<file path="src/rtl/gem_fiber_rx_deframer_if.sv">
// Bundle of the GEM fiber receive deframer signals.
//   RX_DATA/RX_CHARISK/RX_DISPERR/RX_NOTINTABLE : GTX decoded word stream (80 MHz)
//   CLR_CNT        : synchronous clear of both error counters
//   GEM_DATA       : 56-bit reassembled payload
//   GEM_OVERFLOW   : delivered frame carried the FC separator
//   BX_PHASE       : last non-FC separator index (BC=0, F7=1, FB=2, FD=3)
//   DATA_VALID     : one-cycle strobe per delivered frame
//   LOCKED         : deframer is in the LOCKED state
//   LINK_IDLE      : last received word was the idle pattern
//   FRM_ERR_CNT    : saturating bad-frame count
//   SEQ_ERR_CNT    : saturating bunch-sequence error count
// master drives the receive stream, slave is the deframer.
interface gem_fiber_rx_deframer_if;
  logic [31:0] RX_DATA;
  logic [3:0]  RX_CHARISK;
  logic [3:0]  RX_DISPERR;
  logic [3:0]  RX_NOTINTABLE;
  logic        CLR_CNT;
  logic [55:0] GEM_DATA;
  logic        GEM_OVERFLOW;
  logic [1:0]  BX_PHASE;
  logic        DATA_VALID;
  logic        LOCKED;
  logic        LINK_IDLE;
  logic [15:0] FRM_ERR_CNT;
  logic [15:0] SEQ_ERR_CNT;

  modport master (
    output RX_DATA, RX_CHARISK, RX_DISPERR, RX_NOTINTABLE, CLR_CNT,
    input  GEM_DATA, GEM_OVERFLOW, BX_PHASE, DATA_VALID, LOCKED, LINK_IDLE,
           FRM_ERR_CNT, SEQ_ERR_CNT
  );

  modport slave (
    input  RX_DATA, RX_CHARISK, RX_DISPERR, RX_NOTINTABLE, CLR_CNT,
    output GEM_DATA, GEM_OVERFLOW, BX_PHASE, DATA_VALID, LOCKED, LINK_IDLE,
           FRM_ERR_CNT, SEQ_ERR_CNT
  );
endinterface

</file>
<file path="src/rtl/gem_fiber_rx_deframer.sv">
// Receive-side deframer for the GEM trigger fiber link.
// Consumes two 32-bit words per bunch crossing (A-word with no K flags, then a
// B-word whose byte 0 is a separator K-code), aligns on the separator,
// reassembles {A[31:0], B[31:8]} into a 56-bit payload, checks the
// BC->F7->FB->FD bunch order and keeps saturating error counters.
// Ports:
//   TRG_CLK80  : 80 MHz RX user clock, rising edge
//   TRG_RST_N  : asynchronous active-low reset
//   bus        : gem_fiber_rx_deframer_if.slave (receive stream in, status out)
module gem_fiber_rx_deframer #(
  parameter int LOCK_FRAMES = 4,
  parameter int UNLOCK_ERRS = 3
) (
  input  logic                          TRG_CLK80,
  input  logic                          TRG_RST_N,
  gem_fiber_rx_deframer_if.slave        bus
);

  localparam logic [7:0]  SEP_BC   = 8'hBC;
  localparam logic [7:0]  SEP_F7   = 8'hF7;
  localparam logic [7:0]  SEP_FB   = 8'hFB;
  localparam logic [7:0]  SEP_FD   = 8'hFD;
  localparam logic [7:0]  SEP_FC   = 8'hFC;
  localparam logic [31:0] IDLE_PAT = 32'h50BC50BC;
  localparam logic [3:0]  LOCK_N   = 4'(LOCK_FRAMES);
  localparam logic [3:0]  UNLOCK_N = 4'(UNLOCK_ERRS);

  typedef enum logic [1:0] {
    ST_HUNT   = 2'd0,
    ST_CHECK  = 2'd1,
    ST_LOCKED = 2'd2
  } state_t;

  function automatic logic [15:0] sat_inc(input logic [15:0] c);
    return (c == 16'hFFFF) ? c : c + 16'd1;
  endfunction

  // Separator byte to bunch index; only called on non-FC separators.
  function automatic logic [1:0] sep_idx(input logic [7:0] b);
    case (b)
      SEP_BC:  return 2'd0;
      SEP_F7:  return 2'd1;
      SEP_FB:  return 2'd2;
      default: return 2'd3;
    endcase
  endfunction

  state_t      state_q, state_d;
  logic        phase_q, phase_d;
  logic [3:0]  good_q, good_d;
  logic [3:0]  bad_q, bad_d;
  logic [1:0]  exp_q, exp_d;
  logic        deliver, frm_inc, seq_inc;

  logic [31:0] a_word_p0;
  logic        a_ok_p0;

  logic [55:0] gem_data_p1;
  logic        ovf_p1;
  logic [1:0]  bx_p1;
  logic        vld_p1;
  logic        link_idle_p1;
  logic [15:0] frm_err_cnt_q;
  logic [15:0] seq_err_cnt_q;

  logic [7:0]  byte0;
  logic        is_fc, is_sep, is_a, is_b, is_idle, clean, frame_good;
  logic [1:0]  rx_idx;

  assign byte0      = bus.RX_DATA[7:0];
  assign is_fc      = (byte0 == SEP_FC);
  assign is_sep     = (byte0 == SEP_BC) || (byte0 == SEP_F7) || (byte0 == SEP_FB) ||
                      (byte0 == SEP_FD) || is_fc;
  assign is_a       = (bus.RX_CHARISK == 4'b0000);
  assign is_b       = (bus.RX_CHARISK == 4'b0001) && is_sep;
  assign is_idle    = (bus.RX_DATA == IDLE_PAT) && (bus.RX_CHARISK == 4'b0101);
  assign clean      = ~|{bus.RX_DISPERR, bus.RX_NOTINTABLE};
  assign frame_good = a_ok_p0 && is_b && clean;
  assign rx_idx     = sep_idx(byte0);

  // Next-state: frames are only judged on phase 1, idle overrides everything.
  always_comb begin
    state_d = state_q;
    phase_d = ~phase_q;
    good_d  = good_q;
    bad_d   = bad_q;
    exp_d   = exp_q;
    deliver = 1'b0;
    frm_inc = 1'b0;
    seq_inc = 1'b0;
    if (is_idle) begin
      state_d = ST_HUNT;
      phase_d = 1'b0;
      good_d  = 4'd0;
      bad_d   = 4'd0;
    end else begin
      case (state_q)
        ST_HUNT: begin
          phase_d = 1'b0;
          good_d  = 4'd0;
          bad_d   = 4'd0;
          if (is_b && clean) state_d = ST_CHECK;
        end
        ST_CHECK: begin
          if (phase_q) begin
            if (frame_good) begin
              good_d = good_q + 4'd1;
              // Track the bunch order here so LOCKED starts with a seeded expectation.
              exp_d  = is_fc ? exp_q + 2'd1 : rx_idx + 2'd1;
              if (good_q + 4'd1 == LOCK_N) begin
                state_d = ST_LOCKED;
                bad_d   = 4'd0;
              end
            end else begin
              state_d = ST_HUNT;
              phase_d = 1'b0;
              good_d  = 4'd0;
            end
          end
        end
        ST_LOCKED: begin
          if (phase_q) begin
            if (frame_good) begin
              deliver = 1'b1;
              bad_d   = 4'd0;
              if (is_fc) begin
                exp_d = exp_q + 2'd1;
              end else begin
                seq_inc = (rx_idx != exp_q);
                exp_d   = rx_idx + 2'd1;
              end
            end else begin
              frm_inc = 1'b1;
              if (bad_q + 4'd1 == UNLOCK_N) begin
                state_d = ST_HUNT;
                phase_d = 1'b0;
                good_d  = 4'd0;
                bad_d   = 4'd0;
              end else begin
                bad_d = bad_q + 4'd1;
              end
            end
          end
        end
        default: begin
          state_d = ST_HUNT;
          phase_d = 1'b0;
        end
      endcase
    end
  end

  always_ff @(posedge TRG_CLK80 or negedge TRG_RST_N) begin
    if (!TRG_RST_N) begin
      state_q <= ST_HUNT;
      phase_q <= 1'b0;
      good_q  <= 4'd0;
      bad_q   <= 4'd0;
      exp_q   <= 2'd0;
    end else begin
      state_q <= state_d;
      phase_q <= phase_d;
      good_q  <= good_d;
      bad_q   <= bad_d;
      exp_q   <= exp_d;
    end
  end

  // Stage p0: hold the A-word of the current frame until its B-word arrives.
  always_ff @(posedge TRG_CLK80) begin
    if (!phase_q) a_word_p0 <= bus.RX_DATA;
  end

  always_ff @(posedge TRG_CLK80 or negedge TRG_RST_N) begin
    if (!TRG_RST_N) begin
      a_ok_p0 <= 1'b0;
    end else if (!phase_q) begin
      a_ok_p0 <= is_a && clean;
    end
  end

  // Stage p1: registered payload, strobe and status, one cycle after the B-word.
  always_ff @(posedge TRG_CLK80 or negedge TRG_RST_N) begin
    if (!TRG_RST_N) begin
      gem_data_p1   <= 56'd0;
      ovf_p1        <= 1'b0;
      bx_p1         <= 2'd0;
      vld_p1        <= 1'b0;
      link_idle_p1  <= 1'b0;
      frm_err_cnt_q <= 16'd0;
      seq_err_cnt_q <= 16'd0;
    end else begin
      vld_p1       <= deliver;
      link_idle_p1 <= is_idle;
      if (deliver) begin
        gem_data_p1 <= {a_word_p0, bus.RX_DATA[31:8]};
        ovf_p1      <= is_fc;
        if (!is_fc) bx_p1 <= rx_idx;
      end
      if (bus.CLR_CNT)  frm_err_cnt_q <= 16'd0;
      else if (frm_inc) frm_err_cnt_q <= sat_inc(frm_err_cnt_q);
      if (bus.CLR_CNT)  seq_err_cnt_q <= 16'd0;
      else if (seq_inc) seq_err_cnt_q <= sat_inc(seq_err_cnt_q);
    end
  end

  assign bus.GEM_DATA     = gem_data_p1;
  assign bus.GEM_OVERFLOW = ovf_p1;
  assign bus.BX_PHASE     = bx_p1;
  assign bus.DATA_VALID   = vld_p1;
  assign bus.LOCKED       = (state_q == ST_LOCKED);
  assign bus.LINK_IDLE    = link_idle_p1;
  assign bus.FRM_ERR_CNT  = frm_err_cnt_q;
  assign bus.SEQ_ERR_CNT  = seq_err_cnt_q;

endmodule
</file>
<file path="src/flat_wrapper.sv">
// flat-port wrapper written by rule: the top's interface ports become plain ports
module gem_fiber_rx_deframer_flat 
#(
  parameter int LOCK_FRAMES = 4,
  parameter int UNLOCK_ERRS = 3
)
  (TRG_CLK80, TRG_RST_N, bus_RX_DATA, bus_RX_CHARISK, bus_RX_DISPERR, bus_RX_NOTINTABLE, bus_CLR_CNT, bus_GEM_DATA, bus_GEM_OVERFLOW, bus_BX_PHASE, bus_DATA_VALID, bus_LOCKED, bus_LINK_IDLE, bus_FRM_ERR_CNT, bus_SEQ_ERR_CNT);
  gem_fiber_rx_deframer_if bus_i ();
  input  logic TRG_CLK80;
  input  logic TRG_RST_N;
  input wire logic [$bits(bus_i.RX_DATA)-1:0] bus_RX_DATA;
  input wire logic [$bits(bus_i.RX_CHARISK)-1:0] bus_RX_CHARISK;
  input wire logic [$bits(bus_i.RX_DISPERR)-1:0] bus_RX_DISPERR;
  input wire logic [$bits(bus_i.RX_NOTINTABLE)-1:0] bus_RX_NOTINTABLE;
  input wire logic [$bits(bus_i.CLR_CNT)-1:0] bus_CLR_CNT;
  output wire logic [$bits(bus_i.GEM_DATA)-1:0] bus_GEM_DATA;
  output wire logic [$bits(bus_i.GEM_OVERFLOW)-1:0] bus_GEM_OVERFLOW;
  output wire logic [$bits(bus_i.BX_PHASE)-1:0] bus_BX_PHASE;
  output wire logic [$bits(bus_i.DATA_VALID)-1:0] bus_DATA_VALID;
  output wire logic [$bits(bus_i.LOCKED)-1:0] bus_LOCKED;
  output wire logic [$bits(bus_i.LINK_IDLE)-1:0] bus_LINK_IDLE;
  output wire logic [$bits(bus_i.FRM_ERR_CNT)-1:0] bus_FRM_ERR_CNT;
  output wire logic [$bits(bus_i.SEQ_ERR_CNT)-1:0] bus_SEQ_ERR_CNT;
  assign bus_i.RX_DATA = bus_RX_DATA;
  assign bus_i.RX_CHARISK = bus_RX_CHARISK;
  assign bus_i.RX_DISPERR = bus_RX_DISPERR;
  assign bus_i.RX_NOTINTABLE = bus_RX_NOTINTABLE;
  assign bus_i.CLR_CNT = bus_CLR_CNT;
  assign bus_GEM_DATA = bus_i.GEM_DATA;
  assign bus_GEM_OVERFLOW = bus_i.GEM_OVERFLOW;
  assign bus_BX_PHASE = bus_i.BX_PHASE;
  assign bus_DATA_VALID = bus_i.DATA_VALID;
  assign bus_LOCKED = bus_i.LOCKED;
  assign bus_LINK_IDLE = bus_i.LINK_IDLE;
  assign bus_FRM_ERR_CNT = bus_i.FRM_ERR_CNT;
  assign bus_SEQ_ERR_CNT = bus_i.SEQ_ERR_CNT;
  gem_fiber_rx_deframer #(.LOCK_FRAMES(LOCK_FRAMES), .UNLOCK_ERRS(UNLOCK_ERRS)) u_core (.TRG_CLK80(TRG_CLK80), .TRG_RST_N(TRG_RST_N), .bus(bus_i));
endmodule
</file>
<file path="config.mk">
export PLATFORM = sky130hd
export DESIGN_NAME = gem_fiber_rx_deframer_flat
export DESIGN_NICKNAME = d
export VERILOG_FILES = /design/src/rtl/gem_fiber_rx_deframer_if.sv /design/src/rtl/gem_fiber_rx_deframer.sv /design/src/flat_wrapper.sv
export SDC_FILE = /design/constraint.sdc
export NUM_CORES = 1
export LEC_CHECK = 0
export CAP_MARGIN = 0
export CORE_MARGIN = 2
export CORE_UTILIZATION = 55
export DETAILED_ROUTE_END_ITERATION = 12
export PLACE_DENSITY = 0.86
export SYNTH_ARGS = -nofsm -noshare
export SYNTH_HDL_FRONTEND = slang
export SYNTH_SLANG_ARGS = --single-unit
</file>
<file path="constraint.sdc">
create_clock -name TRG_CLK80 -period 5.33 [get_ports TRG_CLK80]
set_input_delay 0.533 -clock TRG_CLK80 [delete_from_list [all_inputs] [get_ports TRG_CLK80]]
set_output_delay 0.533 -clock TRG_CLK80 [all_outputs]
set_load 0.1 [all_outputs]
</file>
==> out/metrics.sh, run 1 <==
YS_SEQ_ELEMENTS=139
CLKTRANSATPATHREGS_NS=0.06
FINALSETUPVIOLCOUNT=0
NUMBER_OF_ANTENNA_VIOLATIONS_AT_THE_FIRST_CHECK_IN_GLOBAL_ROUTING=0
WORST_SLEW_PIN_SLEW_NS=1.04
NUMCTSBUFFERS=17
GROUTE.USAGE.OVERALL=0.263
GR-TOTAL-OVERFLOW=0
POWER.DENSITY_mW_PER_MM2=297
SYNTHESIS.AREA_PER_INSTANCE_UM2=10.2
DESIGN.DIE.AREA_MM2=0.0126
STATUS='finished clean'
MAX-VDD-IR-DROP_V=0.000244
CTS.HTREE.LEVELS=4
SLEW_VIOLATIONS=0
LAYOUT_AREA_OVERHEAD_PCT=31.6
CLOCK-SKEW-FINAL_NS=0.00774
IO_BUFFERS=140
ROUTE.ANTENNA.REMAINING_NETS=0
CHIPWIDTH_UM=112
TIMING_HOLD_VIOLATIONS_FINAL=0
DRTITER0DRC=569
GRT_PASS1_VIAS=5420
FINALHOLDWORSTSLACK_NS=0.0554
TOTAL_LEAKAGE_POWER_nW=3.82
CLOCK_LATENCY_NS=0.42
CRIT_FAMILY='simple AND/OR/NAND/NOR gates'
SYN_NETS=683
CRITICAL_PATH.N_BUFFERS_INVERTERS=1
CORE_REGION_AREA_MM2=0.0114
PRE_CTS_WS_NS=1.66
CLOCK-SINKS=139
WORST_PATH_MAX_DELAY_CELL='nor4_2'
VIAS=5468
SYNTH_CELLS=627
SYNTH_EDF_COUNT=32
GRT_SETUP_UNREPAIRED='no'
WORST_MIN_DELAY_PATH_CLASS='primary input to async pin'
STARTPOINT_CLASS_OF_THE_CRITICAL_PATH='primary input'
YOSYS.CELL_TYPES.COUNT=62
SYN-CELL-AREA_MM2=0.00643
CP_MAX_FO=81
CTS.PATH.MAX_BUFFERS=2
DRT-PASS1-ITER-COUNT=5
CTS_ROOT_BUFFER='clkbuf_16'
YOSYSWARNINGS=0
FLOORPLAN_ROW_COUNT=39
ROUTE.DETAILED.DRC=0
ROUTABILITYCONGESTION=0.835
CTS_HOLD_BUFFERS=0
CAP_VIOL_MAX_COUNT=0
KIND_OF_END_POINT_OF_THE_CRITICAL_PATH='flip-flop'
N_ANTENNA_CELL=0
PATH_CLASS='primary input to flip-flop'
SETUP_WS_NS=2.03
FIN_SETUP_TNS_NS=0
LONGEST_INDIVIDUAL_STAGE_DELAY_ON_THE_WORST_PATH_NS=0.57
GRT_MAX_DEGREE=82
CRITPATHREQUIREDTIME_NS=5.62
DETAILED_ROUTE_WIRE_LENGTH_UM=16300
POST_CTS_RESIZED=0
FMAX_MHz=303
DIE_HEIGHT_UM=112
SYNTH_FLOP_CELL='dfrtp_1'
ARRIVAL_NS=3.59
POST_DRT_WL_PER_CELL_UM=17.8
NUMBER_OF_NETS_IN_THE_FINISHED_DESIGN=818
SLEW_HEADROOM=0.304
IO_PINS=141
TIMING.FINAL.CRIT_SHARE=0.619
POST_ROUTE_CELLS_DRIVE_ABOVE_1_SHARE=0.0852
INITIAL_UTILIZATION=0.563
CRITICAL_PATH.CELL_CHAIN='clkdlybuf4s50_1 > or4_4 > nor4_4 > o211a_4 > nand2_4 > nor4_2 > mux2_2'
SYNTH_ASYNC_RESET_RATIO=0.770
POST-DP-HPWL_UM=10900
POSTCTSSETUPREPAIRBUFS=0
POST-ROUTE-MIN-PERIOD_NS=3.30
CLOCK_TREE_FROM_TRITONCTS='built'
AVGVIACOUNTPERCELL=5.96
SYNTH_SEQ_AREA_SHARE=0.566
GRT_PASS1_WL_UM=26400
power by group:
part / internal [W] / switching, W / total [W]
clock: 0.000606 / 0.000457 / 0.00106
combinational: 0.0000883 / 0.000152 / 0.000240
sequential: 0.00119 / 0.0000276 / 0.00121
total: 0.00188 / 0.000636 / 0.00252
stage by stage:
step	power [W]	std cells	util	area, um2
global placement	0.00145	886	0.694	7920
global route	0.00261	918	0.741	8460
detailed placement	0.00146	886	0.694	7920
floorplan	0.00135	627	-	6430
CTS	0.00253	918	0.741	8460
finish	0.00252	918	0.741	8460
worst reg2reg max path, cell delays in order (launching register included):
cell and delay [ns]:
dfrtp_1 0.38, inv_1 0.09, ha_1 0.35, or2_2 0.37, and2_1 0.20, a2111oi_0 0.46, mux2i_1 0.24, a2111oi_0 0.49
a221o_1 0.19
area by class of cell:
class                   count  area, um2
fillers                   775       2960
clock buffers              18        439
multi-input cells         449       2620
inverters                   9       33.8
clock inverters            14        100
well taps                 143        179
repair buffers            146       1440
flip-flops and latches    139       3640
cells by family after synthesis:
kind of cell             after synthesis  synth area share
AO/OA/AOI/OAI                         78            0.0853
adder cells (fa/ha/maj)                9            0.0175
multiplexers                          18            0.0302
flip-flops                           139             0.566
buffers and inverters                 39            0.0255
AND/OR/NAND/NOR                      339             0.268
XOR/XNOR                               5           0.00682
per-layer routing:
layer,track usage,share of wire,up-vias
li1,-,-,2503
met1,0.329,0.41,2712
met2,0.449,0.51,222
met4,0.0927,0.021,0
met5,0,0,-
met3,0.0643,0.062,31
path summary, 6_finish.rpt:
check	from	end	slack, ns	depth (start not counted)
max	bus_RX_NOTINTABLE[3]	u_core.bus.SEQ_ERR_CNT[0]	2.03	7
min	TRG_RST_N	u_core.bus.GEM_DATA[4]	0.06	1
max reg2reg	u_core.state_q[0]	u_core.state_q[0]	2.50	8
min reg2reg	u_core.a_word_p0[30]	u_core.bus.GEM_DATA[54]	0.44	2
max in group asynchronous	TRG_RST_N	u_core.good_q[2]	4.00	2
min in group TRG_CLK80	u_core.a_word_p0[30]	u_core.bus.GEM_DATA[54]	0.44	2
sequential cells by signal, summed over array words and instances, names as in the netlist:
| register | flops |
|---|---|
| u_core.a_word_p0 | 32 |
| u_core.phase_q | 1 |
| u_core.state_q | 2 |
| u_core.bus.LINK_IDLE | 1 |
| u_core.bus.GEM_DATA | 56 |
| u_core.bus.GEM_OVERFLOW | 1 |
| u_core.bus.SEQ_ERR_CNT | 16 |
| u_core.a_ok_p0 | 1 |
| u_core.good_q | 4 |
| u_core.bus.DATA_VALID | 1 |
| u_core.bus.BX_PHASE | 2 |
| u_core.exp_q | 2 |
| u_core.bus.FRM_ERR_CNT | 16 |
| u_core.bad_q | 4 |
cell usage after synthesis (6+ instances only):
library cell / count / area, um2
a21o_1: 6 / 45.0
a21oi_1: 25 / 125
and3_1: 14 / 87.6
clkbuf_1: 23 / 86.3
dfrtp_1: 107 / 2680
edfxtp_1: 32 / 961
ha_1: 9 / 113
inv_1: 9 / 33.8
mux2_2: 6 / 67.6
mux2i_1: 7 / 70.1
nand2_1: 190 / 713
nand3_1: 18 / 90.1
nand4_1: 8 / 50.1
nor2_1: 22 / 82.6
nor2b_1: 11 / 68.8
nor4_1: 6 / 37.5
nor4_2: 6 / 75.1
nor4bb_1: 6 / 60.1
o21ai_0: 6 / 30.0
o31ai_1: 18 / 135
or3_1: 7 / 43.8
or4_1: 19 / 143
layout by cell type (no fill, tap or decap), drive strengths merged, types with 3 or more instances in the layout:
master,instances
clkinv,11
o31ai,18
nor2,22
a21oi,25
nand2,191
mux2,11
a21o,6
nand3,18
o21ai,8
mux2i,7
clkbuf,18
inv,9
edfxtp,32
nand4,8
nor4bb,6
clkinvlp,3
or4b,3
clkdlybuf4s50,139
ha,9
and3,14
nor3,5
nor4b,5
or3,7
dfrtp,107
nor2b,11
or4,21
nand2b,5
xor2,3
nor4,13
buf,7
(Power assumes the default switching activity.)
==> run 2: changes to the inputs <==
- CORE_UTILIZATION: 55 -> 46
- PLACE_DENSITY: 0.86 -> 0.77
- clock period: 5.33 -> 3 ns (I/O delays scaled with it)
==> run 2 against run 1 <==
Sequential share of layout area fell by 0.48 points. Clock power rose by 100%. Non-clock buffer count rose by 15. Global-route usage fell by 4.6 points. Final cell count rose by 5.7%. Largest power group unchanged.
==> out/metrics.sh, run 2 (synthesis results as in run 1) <==
NUMCTSBUFFERS=17  # unchanged
CLOCK_LATENCY_NS=0.42  # about the same
MAX-VDD-IR-DROP_V=0.000372  # +52%
FINALSETUPVIOLCOUNT=0  # unchanged
KIND_OF_END_POINT_OF_THE_CRITICAL_PATH='flip-flop'
POST_DRT_WL_PER_CELL_UM=16.0  # -9.9%
CORE_REGION_AREA_MM2=0.0138  # +21%
PLACEDINSTANCEAREA_MM2=0.00794  # +0.24%
LAYOUT_AREA_OVERHEAD_PCT=33.1
CTS_ROOT_BUFFER='clkbuf_16'
CLOCK_TREE_FROM_TRITONCTS='built'
POST_CTS_RESIZED=0  # unchanged
ROUTE.ANTENNA.REMAINING_NETS=0  # unchanged
CLKTRANSATPATHREGS_NS=0.06  # about the same
STARTPOINT_CLASS_OF_THE_CRITICAL_PATH='flip-flop'
ROUTE.DETAILED.DRC=0  # unchanged
CLOCK-SINKS=139  # unchanged
DETAILED_ROUTE_WIRE_LENGTH_UM=15600  # -4.8%
POST_ROUTE_CELLS_DRIVE_ABOVE_1_SHARE=0.187  # +0.102
GRT_PASS1_VIAS=5115  # -5.6%
GR-TOTAL-OVERFLOW=0  # unchanged
N_ANTENNA_CELL=0  # unchanged
INITIAL_UTILIZATION=0.467  # -0.0962
DRTITER0DRC=451  # -21%
SLEW_HEADROOM=0.343  # +0.0397
DRT-PASS1-ITER-COUNT=5  # unchanged
CTS.HTREE.LEVELS=4  # unchanged
TIMING.FINAL.CRIT_SHARE=0.936
SLEW_VIOLATIONS=0  # unchanged
STDCELL_AREA_MM2=0.00855  # +1.1%
CRITPATHREQUIREDTIME_NS=3.35  # -2.27 ns
GRT_PASS1_WL_UM=25300  # -4.2%
POWER.DENSITY_mW_PER_MM2=552  # +86%
CHIPWIDTH_UM=122  # +9.0%
TOTAL_LEAKAGE_POWER_nW=4.08  # +6.9%
WORST_SLEW_PIN_SLEW_NS=0.982  # -0.0593 ns
PATH_CLASS='flip-flop to flip-flop'
VIAS=5299  # -3.1%
CP_MAX_FO=11  # -86%
ARRIVAL_NS=3.16  # -0.43 ns
NUMBER_OF_NETS_IN_THE_FINISHED_DESIGN=833  # +1.8%
STATUS='finished clean'
MOSTFREQUENTLAYOUTCELLS='nand2_1, dfrtp_1, buf_4'
DIE_HEIGHT_UM=122  # +9.0%
AVGVIACOUNTPERCELL=5.46  # -8.3%
TIMING_HOLD_VIOLATIONS_FINAL=0  # unchanged
CTS_HOLD_BUFFERS=1  # +1
CTS.PATH.MAX_BUFFERS=2  # unchanged
NUMBER_OF_ANTENNA_VIOLATIONS_AT_THE_FIRST_CHECK_IN_GLOBAL_ROUTING=0  # unchanged
GRT_SETUP_UNREPAIRED='no'
IO_BUFFERS=140  # unchanged
SETUP_WS_NS=0.191  # -1.84 ns
POSTCTSSETUPREPAIRBUFS=0  # unchanged
POST-ROUTE-MIN-PERIOD_NS=2.81
IO_PINS=141  # unchanged
FLOORPLAN_ROW_COUNT=43  # +10%
POST-DP-HPWL_UM=10800  # -1.3%
GRT_MAX_DEGREE=58  # -29%
PRE_CTS_WS_NS=0.0792  # -1.58 ns
DESIGN.DIE.AREA_MM2=0.0149  # +19%
ROUTABILITYCONGESTION=0.880  # +5.5%
CLOCK-SKEW-FINAL_NS=0.00643  # -0.00131 ns
FIN_SETUP_TNS_NS=0  # unchanged
CAP_VIOL_MAX_COUNT=0  # unchanged
MOSTFREQUENTLAYOUTCELL='nand2_1'
LARGEST_REGISTER_FF_COUNT=56  # unchanged
WORST_MIN_DELAY_PATH_CLASS='flip-flop to flip-flop'
GROUTE.USAGE.OVERALL=0.217  # -0.0460
FMAX_MHz=356
run 2: cell types whose count changed in the layout (fill, tap and decap cells not counted), moves of 2 or more:
cell             change
clkinv_2             -3
buf_12               +3
buf_4               +79
inv_6                +5
clkdlybuf4s50_1     -68
clkinv_4             -3
bufinv_16            +2
run 2: final timing paths:
| kind | start | endpoint | slack (ns) | cells after the start |
|---|---|---|---|---|
| setup / recovery | u_core.state_q[0] | u_core.state_q[0] | 0.19 | 8 |
| hold / removal | u_core.a_word_p0[25] | u_core.bus.GEM_DATA[49] | 0.43 | 2 |
| setup reg to reg | u_core.state_q[0] | u_core.state_q[0] | 0.19 | 8 |
| hold reg to reg | u_core.a_word_p0[25] | u_core.bus.GEM_DATA[49] | 0.43 | 2 |
| max in group asynchronous | TRG_RST_N | u_core.bus.LINK_IDLE | 1.78 | 3 |
| min in group asynchronous | TRG_RST_N | u_core.bus.GEM_DATA[10] | 0.47 | 2 |
run 2: layout make-up:
| class | count | area, um2 |
|---|---|---|
| fill | 1103 | 5220 |
| sequential | 139 | 3640 |
| multi-input combinational | 449 | 2620 |
| timing repair buffer | 161 | 1430 |
| clock buffer | 18 | 450 |
| tap | 180 | 225 |
| clock inverter | 14 | 155 |
| inverter | 9 | 33.8 |
run 2: metal layers:
layer,up-vias,GRT usage,wire length (um)
met1,2585,0.285,6830
met2,157,0.353,7660
met4,0,0.0726,238
li1,2534,-,-
met5,-,0,0
met3,23,0.0534,828
run 2: per-stage QoR:
step                       util  cells  total power [W]  hold WS (ns)
after global routing      0.621    970          0.00493         0.445
after CTS                 0.621    970          0.00476         0.438
after detailed placement  0.576    937          0.00262         0.386
final                     0.621    970          0.00472         0.433
after floorplan               -    627          0.00240       0.00441
after global placement    0.576    937          0.00260         0.387
run 2: where the power goes:
part / internal, W / switching, W / leakage [nW]
clock network: 0.00129 / 0.000836 / 0.294
logic: 0.000174 / 0.000276 / 1.96
registers: 0.00210 / 0.0000454 / 1.82
run 2: worst max-delay path, cell delays in order (launching register included):
cell       delay [ns]
dfrtp_1          0.38
inv_1            0.10
ha_1             0.34
or2_2            0.37
and2_1           0.19
a2111oi_0        0.42
mux2i_1          0.23
a2111oi_0        0.53
a221o_1          0.19
